--- config.mk ---
export PLATFORM = sky130hd
export DESIGN_NAME = cam_cfg_sequencer
export DESIGN_NICKNAME = d
export VERILOG_FILES = /design/src/rtl/cam_cfg_sequencer.sv
export SDC_FILE = /design/constraint.sdc
export NUM_CORES = 1
export LEC_CHECK = 0
export ABC_AREA = 1
export BUFFER_PORTS_ARGS = -buffer_cell sky130_fd_sc_hd__buf_4
export CAP_MARGIN = 30
export CELL_PAD_IN_SITES_DETAIL_PLACEMENT = 1
export CELL_PAD_IN_SITES_GLOBAL_PLACEMENT = 1
export CORE_MARGIN = 2
export CORE_UTILIZATION = 43
export CTS_BUF_LIST = sky130_fd_sc_hd__clkbuf_4 sky130_fd_sc_hd__clkbuf_8
export DETAILED_ROUTE_END_ITERATION = 8
export PLACE_DENSITY_LB_ADDON = 0.1
export SKIP_CTS_REPAIR_TIMING = 1
export SYNTH_ARGS = -nofsm -noshare
export SYNTH_HDL_FRONTEND = slang
export SYNTH_SLANG_ARGS = --single-unit
--- constraint.sdc ---
create_clock -name clk_i -period 3.83 [get_ports clk_i]
set_clock_uncertainty 0.05 [all_clocks]
set_input_delay 0.5745 -clock clk_i [delete_from_list [all_inputs] [get_ports clk_i]]
set_output_delay 0.5745 -clock clk_i [all_outputs]
set_load 0.01 [all_outputs]
--- src/rtl/cam_cfg_sequencer.sv ---
// Camera register-table walker feeding the I2C master.
// One write (plus optional read-back) per entry, with retries and delays.
module cam_cfg_sequencer #(
    parameter logic [7:0] DEV_ADDR   = 8'h78,
    parameter int         TABLE_LEN  = 64,
    parameter int         VERIFY     = 1,
    parameter int         RETRY_MAX  = 3,
    parameter int         DELAY_UNIT = 800,
    parameter int         XFER_TO    = 4096
) (
    input  logic        clk_i,
    input  logic        rst_n,
    input  logic        cfg_start,
    output logic [7:0]  tbl_addr,
    input  logic [23:0] tbl_data,
    output logic        iic_start_en,
    output logic        iic_wr_rd_flag,
    output logic [7:0]  iic_dev_addr,
    output logic [15:0] iic_register,
    output logic [7:0]  iic_data_byte,
    input  logic        iic_busy,
    input  logic        iic_err,
    input  logic [7:0]  iic_rd_data,
    output logic        cfg_busy,
    output logic        cfg_done,
    output logic        cfg_fail,
    output logic [7:0]  fail_idx
);

    typedef enum logic [3:0] {
        S_IDLE, S_FETCH, S_DECODE, S_ISSUE, S_WAIT_HI,
        S_WAIT_LO, S_CHECK, S_DELAY, S_DONE, S_FAIL
    } state_t;

    localparam logic [7:0]  LAST_IDX = 8'(TABLE_LEN - 1);
    localparam logic [7:0]  RMAX     = 8'(RETRY_MAX);
    localparam logic [31:0] TO_LAST  = 32'(XFER_TO - 1);

    state_t      state_q, state_d;
    logic [7:0]  idx_q, idx_d;
    logic [7:0]  retry_q, retry_d;
    logic [31:0] cnt_q, cnt_d;
    logic [15:0] reg_q, reg_d;
    logic [7:0]  val_q, val_d;
    logic        phase_q, phase_d;
    logic        err_q, err_d;
    logic [7:0]  rd_q, rd_d;
    logic        gap_q, gap_d;
    logic [7:0]  fidx_q, fidx_d;
    logic        retry_req, advance;

    // State and datapath registers with synchronous reset
    always_ff @(posedge clk_i) begin
        if (!rst_n) begin
            state_q <= S_IDLE;
            idx_q   <= '0;
            retry_q <= '0;
            cnt_q   <= '0;
            reg_q   <= '0;
            val_q   <= '0;
            phase_q <= 1'b0;
            err_q   <= 1'b0;
            rd_q    <= '0;
            gap_q   <= 1'b0;
            fidx_q  <= '0;
        end else begin
            state_q <= state_d;
            idx_q   <= idx_d;
            retry_q <= retry_d;
            cnt_q   <= cnt_d;
            reg_q   <= reg_d;
            val_q   <= val_d;
            phase_q <= phase_d;
            err_q   <= err_d;
            rd_q    <= rd_d;
            gap_q   <= gap_d;
            fidx_q  <= fidx_d;
        end
    end

    // Next-state: table walk, transfer tracking, retry and advance
    always_comb begin
        state_d   = state_q;
        idx_d     = idx_q;
        retry_d   = retry_q;
        cnt_d     = cnt_q;
        reg_d     = reg_q;
        val_d     = val_q;
        phase_d   = phase_q;
        err_d     = err_q;
        rd_d      = rd_q;
        gap_d     = gap_q;
        fidx_d    = fidx_q;
        retry_req = 1'b0;
        advance   = 1'b0;
        unique case (state_q)
            S_IDLE, S_DONE, S_FAIL: begin
                if (cfg_start) begin
                    state_d = S_FETCH;
                    idx_d   = '0;
                    retry_d = '0;
                end
            end
            S_FETCH: state_d = S_DECODE;
            S_DECODE: begin
                reg_d   = tbl_data[23:8];
                val_d   = tbl_data[7:0];
                phase_d = 1'b0;
                gap_d   = 1'b0;
                if (tbl_data[23:8] == 16'hFFFF) begin
                    if (tbl_data[7:0] == 8'd0) begin
                        advance = 1'b1;
                    end else begin
                        state_d = S_DELAY;
                        cnt_d   = 32'(tbl_data[7:0]) * 32'(DELAY_UNIT)
                                  - 32'd1;
                    end
                end else begin
                    state_d = S_ISSUE;
                end
            end
            S_ISSUE: begin
                cnt_d = '0;
                err_d = 1'b0;
                if (!iic_busy) state_d = S_WAIT_HI;
            end
            S_WAIT_HI: begin
                cnt_d = cnt_q + 32'd1;
                if (cnt_q >= TO_LAST) begin
                    state_d = S_FAIL;
                    fidx_d  = idx_q;
                end else if (iic_busy) begin
                    state_d = S_WAIT_LO;
                end
            end
            S_WAIT_LO: begin
                cnt_d = cnt_q + 32'd1;
                if (!iic_busy) begin
                    state_d = S_CHECK;
                end else if (cnt_q >= TO_LAST) begin
                    state_d = S_FAIL;
                    fidx_d  = idx_q;
                end else begin
                    err_d = err_q | iic_err;
                    rd_d  = iic_rd_data;
                end
            end
            S_CHECK: begin
                if (err_q) begin
                    retry_req = 1'b1;
                end else if (!phase_q) begin
                    if (VERIFY != 0) begin
                        phase_d = 1'b1;
                        state_d = S_ISSUE;
                    end else begin
                        advance = 1'b1;
                    end
                end else if (rd_q != val_q) begin
                    retry_req = 1'b1;
                end else begin
                    advance = 1'b1;
                end
            end
            S_DELAY: begin
                if (cnt_q == 32'd0) begin
                    if (gap_q) state_d = S_ISSUE;
                    else advance = 1'b1;
                end else begin
                    cnt_d = cnt_q - 32'd1;
                end
            end
            default: state_d = S_IDLE;
        endcase
        // Retry idles two cycles so the driver is back in idle first
        if (retry_req) begin
            if (retry_q < RMAX) begin
                retry_d = retry_q + 8'd1;
                phase_d = 1'b0;
                gap_d   = 1'b1;
                cnt_d   = 32'd1;
                state_d = S_DELAY;
            end else begin
                state_d = S_FAIL;
                fidx_d  = idx_q;
            end
        end
        if (advance) begin
            retry_d = '0;
            if (idx_q == LAST_IDX) begin
                state_d = S_DONE;
            end else begin
                idx_d   = idx_q + 8'd1;
                state_d = S_FETCH;
            end
        end
    end

    // Outputs decoded from state; start_en never overlaps busy
    always_comb begin
        iic_start_en   = (state_q == S_ISSUE || state_q == S_WAIT_HI)
                         && !iic_busy;
        cfg_busy       = !(state_q == S_IDLE || state_q == S_DONE
                           || state_q == S_FAIL);
        cfg_done       = (state_q == S_DONE);
        cfg_fail       = (state_q == S_FAIL);
        tbl_addr       = idx_q;
        iic_wr_rd_flag = phase_q;
        iic_dev_addr   = DEV_ADDR;
        iic_register   = reg_q;
        iic_data_byte  = val_q;
        fail_idx       = fidx_q;
    end

endmodule

==> flow_summary_export.csv <==
group,metric,value,unit
run_status,status,"finished, final reports clean",
logic_synthesis,synth.distinct_cells,47,
final_layout,antenna_cells,0,
final_layout,layout.nets,1388,
critical_path,cp-endpoint,"cnt_q[31]",
critical_path,critPathMaxFanout,13,
floorplanning,die_w,139.4,um
critical_path,crit_chain,"buf_4 > inv_1 > ha_1 > ha_1 > fa_1 > ha_1 > a21oi_2 > nand2_1 > nand2_1 > nand2_1 > nand2_1 > nand2_1 > nor2_1 > nand2_1 > nor2_1 > nand2_1 > buf_12 > nand3_1 > nor2_1 > nor2_1",
detailed_routing,via_per_inst,5.471,
timing,slew_headroom,60.40,%
placement,dp_hpwl,20870,um
detailed_routing,drtIter0Drc,419,
placement,port_buffers,81,
cts,clk_latency,0.39,ns
logic_synthesis,postSynthAreaPerCell,6.294,sq um
critical_path,arrival,3.66,ns
final_layout,layout.cells.non_filler,1542,
critical_path,path_buf_inv,3,
logic_synthesis,yosys.area.top_type,"dfxtp_1",
critical_path,reg2reg_to,"cnt_q[22]",
detailed_routing,drt_pre_antenna_iters,4,
critical_path,crit_path_frequent_cell,"nand2_1",
detailed_routing,vias,8436,
timing,finalCriticalPeriod,3.386,ns
global_route,grt_first_pass_wirelength,43530,um
final_layout,syn_to_final_growth,10.92,%
floorplanning,die_h,139.4,um
logic_synthesis,yosys_warnings,0,
logic_synthesis,synthArstFlopShare,0,%
floorplanning,num_io_pins,90,
final_layout,fillCellCount,2540,
detailed_routing,wl_per_cell,17.43,um
power,powerDensity,736.6,nW/um^2
power,p_leak,0.003942,uW
logic_synthesis,synthTopCellsByArea,"dfxtp_1, nand2_1, nor2_1, ha_1, nand3_1",
critical_path,crit_required,4.10,ns
logic_synthesis,synth.ff_latch_count,95,
global_route,grt-ovfl-total,0,
timing,final.period_utilization,88.41,%
logic_synthesis,synth.top_cell.area_share,24.12,%
logic_synthesis,synth_area,7886,sq um
critical_path,startpoint_type,"input port",
flow_run,drv_cap,0,
critical_path,startpoint,"tbl_data[2]",
logic_synthesis,syn_inst,1253,
floorplanning,die_area,19440,sq um
critical_path,crit_family,"adder cells",
timing,rsz0062_at_grt,"false",
final_layout,drive_gt1_share,14.47,%
global_route,antenna_found_initial,0,
placement,dp.cells,1526,
min_path,worstHoldPathCells,2,
min_path,hold_path.class,"flop to flop",
critical_path,cp_num_cells,20,
cts,cts-root-buf,"clkbuf_8",
detailed_routing,antenna_left,0,
cts,cts_tree,"done",
timing,hold_viol_final,0,
critical_path,r2r_cells,12,
floorplanning,start_util,43.90,%
critical_path,crit_path_max_incr_delay,0.46,ns
critical_path,critPathSlowestCell,"fa_1",
detailed_routing,wl,26880,um
critical_path,reg2reg_setup_slack,1.25,ns
cts,clock_sinks,95,
global_route,grt_pass1_vias,8377,
power,ir_drop,0.3727,mV
timing,final_max_slew_viol_count,0,
global_route,grt_usage,27.69,%
cts,ctsLongestPathBuffers,2,
critical_path,path_class,"input port to flop",
logic_synthesis,synth_edf_count,0,
critical_path,worst_setup_path_end_kind,"flop",
cts,clk_pin_slew,0.09,ns
timing,tightestPinTransition,0.5923,ns
timing,max_freq,0.2953,GHz
timing,setup_tns,0,ns
logic_synthesis,synthFlopType,"dfxtp_1",
timing,finalSetupViolCount,0,
floorplanning,rows,49,
placement,gp_congestion,0.9388,
cts,cts_buffers,9,
critical_path,rr_startpoint,"cnt_q[16]",
logic_synthesis,seq_area_frac_synth,24.12,%
floorplanning,fp.coreArea,17960,sq um
detailed_routing,route.detailed.drc,0,
cts,htreeDepth,3,
global_route,grt_max_degree,43,
[where the power goes]
group	internal, uW	total [uW]	switching, uW
logic	1300	4130	2830
clock network	257	649	392
registers	1240	1660	424
total	2790	6440	3650
[cell type report]
type / count / area [sq um] / share of cell area [%]
multi-input cells: 970 / 5139 / 58.75
flip-flops and latches: 95 / 1902 / 21.74
repair buffers: 92 / 703.2 / 8.039
inverters: 140 / 536.8 / 6.136
well taps: 229 / 286.5 / 3.276
clock buffers: 11 / 138.9 / 1.588
clock inverters: 5 / 41.29 / 0.4720
[flip-flops by register name, indices dropped and copies added (netlist names)]
signal / flops
iic_wr_rd_flag: 1
cnt_q: 32
iic_register: 16
iic_data_byte: 8
err_q: 1
rd_q: 8
retry_q: 8
fail_idx: 8
tbl_addr: 8
state_q: 4
gap_q: 1
[worst min-delay path by stage]
stage / start / end
final: retry_q[5] / retry_q[5]
after global routing: iic_rd_data[6] / rd_q[6]
after CTS: tbl_data[14] / iic_register[6]
after detailed placement: retry_q[4] / retry_q[4]
after global placement: retry_q[4] / retry_q[4]
after floorplan: retry_q[4] / retry_q[4]
[through the flow]
step	instance area [sq um]	worst slack, ns	hold slack (ns)	power, uW	utilization, %
after CTS	8747	0.4470	0.3872	6436	48.69
after detailed placement	8567	0.04797	0.3921	5760	47.69
after global placement	8567	0.2028	0.3789	5675	47.69
after global routing	8747	0.1102	0.4081	7021	48.69
final	8747	0.4439	0.3977	6443	48.69
after floorplan	7909	0.5087	0.3663	4594	-
[cells by family after synthesis]
family                     count (synthesis)  synth area share, %
AOI/OAI and AO/OA                        213                14.74
and+or+nand+nor                          669                38.82
xor gates and xnor gates                  37                4.109
other                                      2              0.09523
DFF                                       95                24.12
adders and majority gates                 43                7.108
buffers and inverters                    194                11.01
[worst register-to-register path, delay by kind of cell (launching register included)]
kind | cells | cell delay, ns
DFF | 1 | 0.47
and+or+nand+nor | 9 | 1.22
AOI/OAI and AO/OA | 1 | 0.10
buffers and inverters | 2 | 0.64
[cell usage in the layout (no fill, tap or decap), types with 24 or more instances in the layout]
cell type,n
nand2_1,258
nor2_1,188
inv_1,120
nand3_1,95
dfxtp_1,95
buf_4,91
o21ai_0,85
a21oi_1,82
ha_1,40
nor3_1,31
nand4_1,30
xor2_1,24
[metal layers]
layer | share of wire, % | track usage [%]
met1 | 47 | 36.94
met2 | 46 | 45.77
met3 | 4.2 | 4.611
met4 | 2.5 | 8.772
met5 | 0 | 0
[Yosys cell counts (8+ instances only)]
cell type  number
inv_2          15
nand3_1        95
dfxtp_1        95
ha_1           40
buf_2          19
nand4_1        30
nor2_1        188
o21ai_1        17
xnor2_1        13
o21ai_0        85
xor2_1         24
nand2_1       258
nor2_2         18
nor3_1         31
nor2_4         10
inv_1         120
a31oi_1         8
a21oi_1        82
nand2_2        12
clkbuf_1       12
buf_4          16
(Power assumes the default switching activity.)
